`src/rtl/mmio_io_ctrl.sv`:
```
// mmio_io_ctrl: memory-mapped LED, debounced switch and timer peripheral.
// Decoded alongside dmem; o_hit steers o_rdata into the load path.
module mmio_io_ctrl #(
    parameter int             N         = 64,
    parameter logic [N-1:0]   BASE      = 'h8000,
    parameter int             NLED      = 16,
    parameter int             NSW       = 16,
    parameter int             DB_CYCLES = 4,
    parameter int             PRESCALE  = 1
) (
    input  logic            clk,
    input  logic            reset,
    input  logic [N-1:0]    i_addr,
    input  logic [N-1:0]    i_wdata,
    input  logic            i_we,
    input  logic            i_re,
    output logic [N-1:0]    o_rdata,
    output logic            o_hit,
    input  logic [NSW-1:0]  i_sw,
    output logic [NLED-1:0] o_led,
    output logic            o_irq
);

    localparam int DBW = $clog2(DB_CYCLES + 1);
    localparam int PCW = $clog2(PRESCALE + 1);

    logic [2:0]      off;
    logic            wr;
    logic            wr_led;
    logic            wr_edge;
    logic            wr_timer;
    logic            wr_tcmp;
    logic            wr_ctrl;

    logic [NSW-1:0]  sync1;
    logic [NSW-1:0]  sync2;
    logic [NSW-1:0]  cand;
    logic [NSW-1:0]  sw;
    logic [NSW-1:0]  sw_edge;
    logic [DBW-1:0]  dbc;
    logic            accept;
    logic [NSW-1:0]  edge_set;
    logic [NSW-1:0]  edge_clr;

    logic [NLED-1:0] led;
    logic [31:0]     timer;
    logic [31:0]     tcmp;
    logic [31:0]     nxt;
    logic [PCW-1:0]  pc;
    logic            ten;
    logic            tclr;
    logic            tmatch;
    logic            tick;
    logic            tm_set;
    logic [31:0]     rd32;
    logic            unused_wdata;

    assign off   = i_addr[5:3];
    assign o_hit = (i_addr[N-1:6] == BASE[N-1:6])
                && (i_addr[2:0] == 3'd0)
                && (off <= 3'd5);

    assign wr       = i_we & o_hit;
    assign wr_led   = wr && (off == 3'd0);
    assign wr_edge  = wr && (off == 3'd2);
    assign wr_timer = wr && (off == 3'd3);
    assign wr_tcmp  = wr && (off == 3'd4);
    assign wr_ctrl  = wr && (off == 3'd5);

    assign unused_wdata = ^i_wdata;

    assign accept   = (sync2 == cand)
                   && (dbc == DBW'(DB_CYCLES - 1))
                   && (cand != sw);
    assign edge_set = accept ? (cand ^ sw) : '0;
    assign edge_clr = wr_edge ? i_wdata[NSW-1:0] : '0;

    assign tick   = ten && (pc == PCW'(PRESCALE - 1));
    assign nxt    = timer + 32'd1;
    assign tm_set = tick && !wr_timer && (nxt == tcmp);

    assign o_led = led;
    assign o_irq = tmatch | (|sw_edge);

    // LED output register
    always_ff @(posedge clk or negedge reset) begin
        if (!reset) led <= '0;
        else if (wr_led) led <= i_wdata[NLED-1:0];
    end

    // Switch synchroniser, debounce candidate and accepted value
    always_ff @(posedge clk or negedge reset) begin
        if (!reset) begin
            sync1 <= '0;
            sync2 <= '0;
            cand  <= '0;
            dbc   <= '0;
            sw    <= '0;
        end else begin
            sync1 <= i_sw;
            sync2 <= sync1;
            if (sync2 != cand) begin
                cand <= sync2;
                dbc  <= '0;
            end else if (accept) begin
                sw <= cand;
            end else if (dbc != DBW'(DB_CYCLES - 1)) begin
                dbc <= dbc + 1'b1;
            end
        end
    end

    // Sticky change flags; a hardware set outranks a W1C
    always_ff @(posedge clk or negedge reset) begin
        if (!reset) sw_edge <= '0;
        else sw_edge <= (sw_edge & ~edge_clr) | edge_set;
    end

    // Prescaler, timer count, compare and control bits
    always_ff @(posedge clk or negedge reset) begin
        if (!reset) begin
            pc     <= '0;
            timer  <= '0;
            tcmp   <= '1;
            ten    <= 1'b0;
            tclr   <= 1'b0;
            tmatch <= 1'b0;
        end else begin
            if (ten) pc <= tick ? '0 : pc + 1'b1;
            if (wr_timer) timer <= i_wdata[31:0];
            else if (tick) timer <= (tm_set && tclr) ? '0 : nxt;
            if (wr_tcmp) tcmp <= i_wdata[31:0];
            if (wr_ctrl) begin
                ten  <= i_wdata[0];
                tclr <= i_wdata[2];
            end
            tmatch <= (tmatch & ~(wr_ctrl & i_wdata[1])) | tm_set;
        end
    end

    // Read mux, zero-extended to the port width
    always_comb begin
        rd32 = '0;
        case (off)
            3'd0:    rd32 = 32'(led);
            3'd1:    rd32 = 32'(sw);
            3'd2:    rd32 = 32'(sw_edge);
            3'd3:    rd32 = timer;
            3'd4:    rd32 = tcmp;
            3'd5:    rd32 = {29'd0, tclr, tmatch, ten};
            default: rd32 = '0;
        endcase
    end

    assign o_rdata = (o_hit && i_re) ? N'(rd32) : '0;

endmodule

```
`config.mk`:
```
export PLATFORM = sky130hd
export DESIGN_NAME = mmio_io_ctrl
export DESIGN_NICKNAME = d
export VERILOG_FILES = /design/src/rtl/mmio_io_ctrl.sv
export SDC_FILE = /design/constraint.sdc
export NUM_CORES = 1
export LEC_CHECK = 0
export BUFFER_PORTS_ARGS = -buffer_cell sky130_fd_sc_hd__buf_2
export CAP_MARGIN = 20
export CORE_MARGIN = 3
export CORE_UTILIZATION = 55
export DETAILED_ROUTE_END_ITERATION = 16
export GPL_ROUTABILITY_DRIVEN = 1
export PLACE_DENSITY = 0.89
export SETUP_SLACK_MARGIN = 0.02
export SYNTH_ARGS = -nofsm -noshare
export SYNTH_HDL_FRONTEND = slang
export SYNTH_SLANG_ARGS = --single-unit
```
`constraint.sdc`:
```
create_clock -name clk -period 7.4 [get_ports clk]
set_input_delay 1.11 -clock clk [delete_from_list [all_inputs] [get_ports clk]]
set_output_delay 1.11 -clock clk [all_outputs]
set_load 0.03 [all_outputs]
```
# Word-level counts from Yosys, hierarchy flattened
# Index checks and enable logic that the tools add are counted.
# Widths: inputs -> output; s select.
word_totals:
  register_bits: 167
  word_cells: 75
op_classes:
  addsub: 3
  magnitude_cmp: 1
  n_eq_ne: 13
  n_mux: 11
  bitwise_logic: 12
  n_reduce_logical: 22
op_table:
  columns: ["operator", "n"]
  rows:
  - ["$pmux 32 s6", 1]
  - ["$mux 32", 4]
  - ["$eq 58x10->1 const B", 1]
  - ["$add 32x1->32 const B", 1]
  - ["$eq 32x32->1", 1]
  - ["$mux 16", 2]
  - ["$ne 16x16->1", 2]
  - ["$and 16x16->16", 1]
  - ["$eq 16x16->1", 1]
  - ["$not 16->16", 1]
  - ["$or 16x16->16", 1]
  - ["$reduce_or 16->1", 1]
  - ["$xor 16x16->16", 1]
  - ["$logic_and 1x1->1", 14]
  - ["$eq 3x2->1 const B", 3]
  - ["$mux 3", 3]
  - ["$eq 3x3->1 const B", 2]
  - ["$logic_not 3->1", 2]
  - ["$reduce_and 2->1", 2]
  - ["$reduce_bool 2->1", 2]
  - ["$add 3x1->3 const B", 1]
  - ["$and 1x1->1", 3]
  - ["$eq 3x1->1 const B", 1]
  - ["$le 3x3->1 const B", 1]
  - ["other kinds (7)", 10]

# Logic depth before layout (Yosys ltp)
# Gate-level depths: netlist (run 1).
depth:
  ltp_word: 12
  ltp_mapped: 14
  ltp_nobuf: 11

# Worst setup path after synthesis (run 1)
# No wires, ideal clock.
synth_timing:
  kind: "input port to output port"
  from: "in i_addr[17]"
  to: "out o_rdata[10]"
  arrival_ns: 3.248
  t_required_ns: 6.290
  path_slack_ns: 3.042
  stages: 6
  path_buffers: 1
  path_cell_list: "nor4b_1 -> nand4_1 -> nor4_2 -> nand2_1 -> clkbuf_1 -> nor2_1"
synth_between:
  elab_chain_cells: 5
synth_rtl:
  columns: ["item", "line", "text"]
  rows:
  - ["start, declared", "13", "input logic [N-1:0] i_addr,"]
  - ["$eq 58x10->1", "59", "assign o_hit = (i_addr[N-1:6] == BASE[N-1:6])"]
  - ["$logic_and 1x1->1", "60", "&& (i_addr[2:0] == 3'd0)"]
  - ["$logic_and 1x1->1", "61", "&& (off <= 3'd5);"]
  - ["via o_hit", "18", "output logic o_hit,"]
  - ["$logic_and 1x1->1", "155", "assign o_rdata = (o_hit && i_re) ? N'(rd32) : '0;"]
  - ["$mux 32", "155", null]
  - ["end, declared", "17", "output logic [N-1:0] o_rdata,"]
# The timed path passes the listed nets, and every way through them passes these cells.

# Final worst setup path (run 1)
layout_timing:
  from: "in i_addr[4]"
  to: "reg timer[31]"
layout_between:
  elab_chain_cells: 11
  elab_cells_between_ends: 13
  classes_between: "order compare (1); eq/ne (1); mux (3); bitwise (1); reduce/logical (7)"
layout_rtl:
  columns: ["item", "line", "text"]
  rows:
  - ["$le 3x3->1", "61", null]
  - ["$logic_and 1x1->1", "61", null]
  - ["$and 1x1->1", "63", "assign wr = i_we & o_hit;"]
  - ["$logic_and 1x1->1 (*)", "66", "assign wr_timer = wr && (off == 3'd3);"]
  - ["$logic_not 1->1", "80", "assign tm_set = tick && !wr_timer && (nxt == tcmp);"]
  - ["$logic_and 1x1->1 (2 in a row)", "80", null]
  - ["$logic_and 1x1->1", "131", "else if (tick) timer <= (tm_set && tclr) ? '0 : nxt;"]
  - ["$mux 32 (2 in a row)", "131", null]
  - ["$mux 32", "130", "if (wr_timer) timer <= i_wdata[31:0];"]
  - ["end signal, assigned", "130", null]
  - ["end signal, assigned", "131", null]
  - ["end, declared", "46", "logic [31:0] timer;"]
# Every way passes the cells marked *; elsewhere a longest branch is shown, timed or not. The select of a mux whose other input is x is not followed.
# A chain may end at the register's enable or synchronous reset.

==> results of run 1 <==
-- final cells by class --
cell class | count | area [µm²]
diodes | 1 | 2.50
clock buffers | 18 | 439
clock inverters | 14 | 153
fillers | 1333 | 5940
inverters | 12 | 45.0
multi-input cells | 736 | 4960
flip-flops and latches | 167 | 4220
well taps | 220 | 275
repair buffers | 174 | 907
-- layer usage --
metal	GRT usage	share of wire
met1	0.367	0.40
met2	0.456	0.49
met3	0.0538	0.078
met4	0.108	0.032
met5	0	0
-- stage by stage --
stage,total power [µW],hold WS [ps],utilization,std cells
after floorplan,1020,331,-,1037
after global routing,2020,353,0.650,1342
after global placement,1080,332,0.613,1307
final,1960,348,0.650,1342
after detailed placement,1080,335,0.613,1307
after CTS,1970,350,0.648,1339
-- critical path, stage by stage --
cell and delay, ps:
sky130_fd_sc_hd__buf_2 280, sky130_fd_sc_hd__nor2b_1 250, sky130_fd_sc_hd__and2_1 330, sky130_fd_sc_hd__buf_8 240
sky130_fd_sc_hd__nand3_2 80, sky130_fd_sc_hd__buf_4 480, sky130_fd_sc_hd__o2111ai_1 230, sky130_fd_sc_hd__nor4_2 460
sky130_fd_sc_hd__and3_1 910, sky130_fd_sc_hd__nor2_2 300, sky130_fd_sc_hd__a311o_1 390, sky130_fd_sc_hd__o21a_1 100
-- worst paths after layout --
path | end | startpoint | cells past startpoint | slack (ps)
worst min-delay path | sync2[12]$_DFF_PN0_ | sync1[12]$_DFF_PN0_ | 0 | 350
max in group asynchronous | sw[12]$_DFFE_PN0P_ | reset | 2 | 5190
worst max register to register | timer[31]$_DFFE_PN0P_ | timer[0]$_DFFE_PN0P_ | 11 | 2710
worst min register to register | sync2[12]$_DFF_PN0_ | sync1[12]$_DFF_PN0_ | 0 | 350
min in group asynchronous | timer[30]$_DFFE_PN0P_ | reset | 1 | 740
worst max-delay path | timer[31]$_DFFE_PN0P_ | i_addr[4] | 12 | 2530
-- cells by family (layout without fill, tap and decap cells) --
kind of cell	Yosys count	after routing	synth area share
xor+xnor	78	78	0.0704
fa+ha+maj	3	3	0.00387
buf+inv	134	218	0.0690
mux	85	85	0.102
flops	167	167	0.435
simple gates	346	346	0.189
other cells	1	33	0.000386
compound gates	192	192	0.131
-- synthesized netlist by cell type (6+ instances only) --
cell	number
sky130_fd_sc_hd__a21oi_1	25
sky130_fd_sc_hd__a221oi_1	13
sky130_fd_sc_hd__a22oi_1	21
sky130_fd_sc_hd__a31oi_1	25
sky130_fd_sc_hd__and2_1	6
sky130_fd_sc_hd__and3_1	11
sky130_fd_sc_hd__and4_1	6
sky130_fd_sc_hd__buf_2	8
sky130_fd_sc_hd__buf_4	39
sky130_fd_sc_hd__clkbuf_1	68
sky130_fd_sc_hd__dfrtp_1	135
sky130_fd_sc_hd__dfstp_2	32
sky130_fd_sc_hd__inv_1	12
sky130_fd_sc_hd__mux2_2	68
sky130_fd_sc_hd__mux2i_1	13
sky130_fd_sc_hd__nand2_1	71
sky130_fd_sc_hd__nand3_1	26
sky130_fd_sc_hd__nand4_1	27
sky130_fd_sc_hd__nor2_1	92
sky130_fd_sc_hd__nor2b_1	9
sky130_fd_sc_hd__nor3_1	12
sky130_fd_sc_hd__nor4_1	39
sky130_fd_sc_hd__o21a_1	6
sky130_fd_sc_hd__o21ai_0	61
sky130_fd_sc_hd__o311ai_0	6
sky130_fd_sc_hd__or3_1	9
sky130_fd_sc_hd__xnor2_1	50
sky130_fd_sc_hd__xor2_1	28
-- power breakdown --
group	total, µW	switching (µW)	internal [µW]
logic	132	89.1	42.4
clock network	893	404	489
registers	937	9.98	927
total	1960	503	1460
-- state kept, by name, indices dropped and copies added, names as in the netlist --
name,flops
tcmp,32
o_led,16
cand,16
sw,16
sw_edge,16
sync2,16
dbc,3
ten,1
timer,32
pc,1
tmatch,1
tclr,1
sync1,16
-- cell usage in the layout, fill, tap and decap left out, types with 5 or more instances in the layout --
cell / synthesis / final
sky130_fd_sc_hd__buf_2: 8 / 164
sky130_fd_sc_hd__dfrtp_1: 135 / 135
sky130_fd_sc_hd__nor2_1: 92 / 92
sky130_fd_sc_hd__nand2_1: 71 / 71
sky130_fd_sc_hd__mux2_2: 68 / 68
sky130_fd_sc_hd__o21ai_0: 61 / 61
sky130_fd_sc_hd__xnor2_1: 50 / 50
sky130_fd_sc_hd__nor4_1: 39 / 39
sky130_fd_sc_hd__conb_1: 1 / 32
sky130_fd_sc_hd__dfstp_2: 32 / 32
sky130_fd_sc_hd__xor2_1: 28 / 28
sky130_fd_sc_hd__nand4_1: 27 / 27
sky130_fd_sc_hd__a21oi_1: 25 / 25
sky130_fd_sc_hd__a31oi_1: 25 / 25
sky130_fd_sc_hd__nand3_1: 26 / 25
sky130_fd_sc_hd__a22oi_1: 21 / 21
sky130_fd_sc_hd__clkbuf_16: 0 / 17
sky130_fd_sc_hd__mux2i_1: 13 / 13
sky130_fd_sc_hd__a221oi_1: 13 / 13
sky130_fd_sc_hd__inv_1: 12 / 12
sky130_fd_sc_hd__and3_1: 11 / 11
sky130_fd_sc_hd__nor3_1: 12 / 11
sky130_fd_sc_hd__or3_1: 9 / 9
sky130_fd_sc_hd__nor2b_1: 9 / 9
sky130_fd_sc_hd__buf_4: 39 / 8
sky130_fd_sc_hd__o311ai_0: 6 / 6
sky130_fd_sc_hd__o21a_1: 6 / 6
sky130_fd_sc_hd__and2_1: 6 / 6
sky130_fd_sc_hd__and4_1: 6 / 6
sky130_fd_sc_hd__inv_8: 0 / 6
sky130_fd_sc_hd__a211oi_1: 5 / 5
==> impl_metrics.env, run 1 <==
export IMPL_grt_overflow=0
export IMPL_total_leakage_power_uw=0.00479
export IMPL_synth_main_ff_cell="sky130_fd_sc_hd__dfrtp_1"
export IMPL_synth_seq_area_share=0.435
export IMPL_placement_cell_area_um2=10400
export IMPL_crit_path_start_kind="input pin"
export IMPL_cap_viol_max_count=0
export IMPL_start_util=0.573
export IMPL_synth_ff_latch_count=167
export IMPL_grt_first_pass_wirelength_um=43300
export IMPL_cts_tree="yes"
export IMPL_final_min_period_over_clock_period=0.658
export IMPL_report_final_slew_viol_count=0
export IMPL_die_height_um=139
export IMPL_fin_worst_skew_ps=11.3
export IMPL_finish_net_count=1259
export IMPL_timing_worst_setup_path_type="in2reg"
export IMPL_synth_async_reset_ratio=1.00
export IMPL_cts_repair_timing_setup_buffer_count=0
export IMPL_setup_viol=0
export IMPL_synth_area_leader_cell="sky130_fd_sc_hd__dfrtp_1"
export IMPL_ys_warnings_count=0
export IMPL_drive_gt1_frac=0.293
export IMPL_grt_start_max_net_pins=94
export IMPL_place_detailed_hpwl_um=19400
export IMPL_dp_slack_ps=1990
export IMPL_dr_total_vias=8390
export IMPL_syn_instance_count=1006
export IMPL_cellPowerDensity_nw_per_um2=178
export IMPL_worst_setup_path_end_kind="register"
export IMPL_outcome="finished, final reports clean"
export IMPL_number_of_flops_mapped_to_enable_cells_by_yosys=0
export IMPL_first_global_vias=8202
export IMPL_first_iter_violations=722
export IMPL_worst_ep_arrival_time_ps=5200
export IMPL_cts_reportedPaths_clkPinSlew_ps=70
export IMPL_yosys_cell_types_count=67
export IMPL_route_detailed_wl_per_inst_um=20.3
export IMPL_finalWorstPathRequiredPeriod_ps=4870
export IMPL_worst_skew_pair_late_latency_ps=440
export IMPL_min_delay_path_class="reg2reg"
export IMPL_cts_repair_resized=0
export IMPL_post_synth_top_area_fraction=0.348
export IMPL_avg_synthesized_cell_area_um2=9.65
export IMPL_detail_route_first_pass_iterations=7
export IMPL_boundaryPins=230
export IMPL_die_width_um=139
export IMPL_synth_top_cells_by_area="sky130_fd_sc_hd__dfrtp_1 (35%), sky130_fd_sc_hd__dfstp_2 (8.7%), sky130_fd_sc_hd__mux2_2 (7.9%)"
export IMPL_timing_fmax_mhz=206
export IMPL_syn2layout_area_growth_pct=13.4
export IMPL_cts_buffers=17
export IMPL_ctsHtreeMaxLevel=4
export IMPL_core_um2=16900
export IMPL_detail_route_antenna_nets=0
export IMPL_vias_per_cell=6.25
export IMPL_worstPathRequired_ps=7730
export IMPL_cts_sink_count=167
export IMPL_routabilityCongestion=0.956
export IMPL_rsz_0062_raised_after_global_routing="false"
export IMPL_globalRouteTotalUtil=0.278
export IMPL_cts_hold_repair_buffers=0
export IMPL_portBuffers=165
export IMPL_die_area_um2=19300
export IMPL_cp_max_fo=59
export IMPL_grt_antenna_before_repair=1
export IMPL_timing_final_ws_setup_ps=2530
export IMPL_setup_tns_ps=0
export IMPL_hold_viol_final=0
export IMPL_final_cell_area_um2=11000
export IMPL_power_ir_vdd_worst_mv=0.237
export IMPL_tightestPinTransition_ps=1050
export IMPL_clk_root_buffer_cell="sky130_fd_sc_hd__clkbuf_16"
export IMPL_cts_max_path_buffers=2
export IMPL_synth_cell_area_um2=9700
export IMPL_routed_wirelength_um=27200
export IMPL_max_slew_margin_rel=0.299
export IMPL_post_route_drc_count=0
export IMPL_placementRows=47
Note: power is estimated with default switching activity, not from simulation.
==> inputs of run 2 (changes only) <==
--- a/config.mk
+++ b/config.mk
@@ -8,10 +8,10 @@
 export BUFFER_PORTS_ARGS = -buffer_cell sky130_fd_sc_hd__buf_2
 export CAP_MARGIN = 20
 export CORE_MARGIN = 3
-export CORE_UTILIZATION = 55
+export CORE_UTILIZATION = 49
 export DETAILED_ROUTE_END_ITERATION = 16
 export GPL_ROUTABILITY_DRIVEN = 1
-export PLACE_DENSITY = 0.89
+export PLACE_DENSITY = 0.84
 export SETUP_SLACK_MARGIN = 0.02
 export SYNTH_ARGS = -nofsm -noshare
 export SYNTH_HDL_FRONTEND = slang
==> constraint.sdc (replaced) <==
create_clock -name clk -period 4.06 [get_ports clk]
set_input_delay 0.609 -clock clk [delete_from_list [all_inputs] [get_ports clk]]
set_output_delay 0.609 -clock clk [all_outputs]
set_load 0.03 [all_outputs]
==> impl_metrics.env, run 2 (synthesis gave the netlist of run 1 again) <==
export IMPL_outcome="finished, final reports clean"
export IMPL_first_iter_violations=788
export IMPL_power_ir_vdd_worst_mv=0.327
export IMPL_syn2layout_area_growth_pct=15.5
export IMPL_placement_cell_area_um2=10600
export IMPL_final_cell_area_um2=11200
export IMPL_routed_wirelength_um=27400
export IMPL_setup_viol=0
export IMPL_timing_worst_setup_path_type="reg2reg"
export IMPL_finish_net_count=1277
export IMPL_worstPathRequired_ps=4390
export IMPL_cts_buffers=17
export IMPL_final_common_cell="sky130_fd_sc_hd__buf_2"
export IMPL_grt_start_max_net_pins=110
export IMPL_worst_ep_arrival_time_ps=4210
export IMPL_tightestPinTransition_ps=731
export IMPL_placementRows=50
export IMPL_setup_reg_to_reg_worst_slack_ps=170
export IMPL_die_width_um=147
export IMPL_grt_first_pass_wirelength_um=43100
export IMPL_timing_rr_end="timer[10]$_DFFE_PN0P_"
export IMPL_cts_repair_timing_setup_buffer_count=0
export IMPL_worst_setup_path_end_kind="register"
export IMPL_core_um2=19100
export IMPL_worst_skew_pair_late_latency_ps=430
export IMPL_timing_fmax_mhz=257
export IMPL_place_inst=1366
export IMPL_vias_per_cell=6.03
export IMPL_route_detailed_wl_per_inst_um=19.6
export IMPL_cts_sink_count=167
export IMPL_rsz_0062_raised_after_global_routing="false"
export IMPL_layout_common_cells="sky130_fd_sc_hd__buf_2 (164), sky130_fd_sc_hd__dfrtp_1 (135), sky130_fd_sc_hd__nor2_1 (92)"
export IMPL_crit_path_start_kind="register"
export IMPL_final_min_period_over_clock_period=0.957
export IMPL_grt_overflow=0
export IMPL_finalWorstPathRequiredPeriod_ps=3890
export IMPL_detail_route_antenna_nets=0
export IMPL_cts_reportedPaths_clkPinSlew_ps=70
export IMPL_clk_root_buffer_cell="sky130_fd_sc_hd__clkbuf_16"
export IMPL_hold_viol_final=0
export IMPL_total_leakage_power_uw=0.00488
export IMPL_globalRouteTotalUtil=0.249
export IMPL_min_delay_path_class="in2async"
export IMPL_final_core_utilization=0.587
export IMPL_cts_tree="yes"
export IMPL_cellPowerDensity_nw_per_um2=316
export IMPL_dr_total_vias=8450
export IMPL_cts_max_path_buffers=2
export IMPL_boundaryPins=230
export IMPL_portBuffers=165
export IMPL_first_global_vias=8199
export IMPL_die_height_um=147
export IMPL_number_of_standard_cells_in_the_final_layout_excluding_fillers=1401
export IMPL_dp_slack_ps=347
export IMPL_fin_worst_skew_ps=11.0
export IMPL_detail_route_first_pass_iterations=5
export IMPL_routabilityCongestion=0.950
export IMPL_start_util=0.509
export IMPL_post_route_drc_count=0
export IMPL_timing_final_ws_setup_ps=175
export IMPL_ff2ff_path_depth=11
export IMPL_max_slew_margin_rel=0.505
export IMPL_layout_top_registers="tcmp: 32 flops, timer: 32 flops"
export IMPL_die_area_um2=21500
export IMPL_cp_max_fo=13
export IMPL_r2r_start="timer[7]$_DFFE_PN0P_"
export IMPL_cap_viol_max_count=0
export IMPL_drive_gt1_frac=0.304
export IMPL_report_final_slew_viol_count=0
export IMPL_place_detailed_hpwl_um=19900
export IMPL_num_fill_cells=1611
export IMPL_setup_tns_ps=0
export IMPL_ctsHtreeMaxLevel=4
export IMPL_grt_antenna_before_repair=2
==> run 2: metrics by stage <==
stage | total power (µW) | hold slack [ps]
floorplan | 1870 | 313
global placement | 1970 | 332
detailed placement | 1980 | 336
CTS | 3550 | 266
global route | 3660 | 140
finish | 3540 | 115
==> run 2: worst max-delay path by stage <==
stage,startpoint,end,slack [ps],depth (start not counted)
after global placement,timer[7]$_DFFE_PN0P_,timer[10]$_DFFE_PN0P_,480,11
final,timer[7]$_DFFE_PN0P_,timer[10]$_DFFE_PN0P_,170,11
after CTS,timer[2]$_DFFE_PN0P_,timer[10]$_DFFE_PN0P_,310,11
after floorplan,i_addr[17],timer[14]$_DFFE_PN0P_,540,12
after global routing,timer[7]$_DFFE_PN0P_,timer[10]$_DFFE_PN0P_,50,11
after detailed placement,timer[2]$_DFFE_PN0P_,timer[10]$_DFFE_PN0P_,350,11
==> run 2: repair_timing <==
action,4_1_cts,5_1_grt
endpoints found under the setup margin,0,15
gates resized for setup,0,2
hold buffers,0,0
==> run 2: layout make-up <==
cell class              count  area (µm²)  share of cell area
diodes                      2        5.00            0.000447
flip-flops and latches    167        4220               0.377
clock buffers              19         433              0.0386
well taps                 260         325              0.0290
repair buffers            192        1070              0.0952
clock inverters            13         140              0.0125
multi-input cells         736        4970               0.444
inverters                  12        45.0             0.00402
==> run 2: worst max-delay path, stage by stage, from the launching register on <==
cell	delay [ps]
sky130_fd_sc_hd__dfrtp_1	610
sky130_fd_sc_hd__and4_1	470
sky130_fd_sc_hd__nand3_1	150
sky130_fd_sc_hd__or3_1	380
sky130_fd_sc_hd__a221oi_1	410
sky130_fd_sc_hd__nand3_1	170
sky130_fd_sc_hd__nor4_2	370
sky130_fd_sc_hd__and3_1	460
sky130_fd_sc_hd__buf_4	280
sky130_fd_sc_hd__a2bb2oi_1	200
sky130_fd_sc_hd__o311ai_1	120
sky130_fd_sc_hd__o21a_1	140
==> run 2: report_power, final <==
group / total [µW] / internal [µW] / switching [µW]
Sequential: 1710 / 1690 / 18.1
Combinational: 247 / 83.4 / 163
Clock: 1590 / 866 / 724
==> run 2: per-layer routing <==
metal,vias up,part of all wire,track usage
met1,4103,0.40,0.328
met4,0,0.031,0.0936
li1,3828,-,-
met2,456,0.49,0.410
met3,63,0.082,0.0500
met5,-,0,0
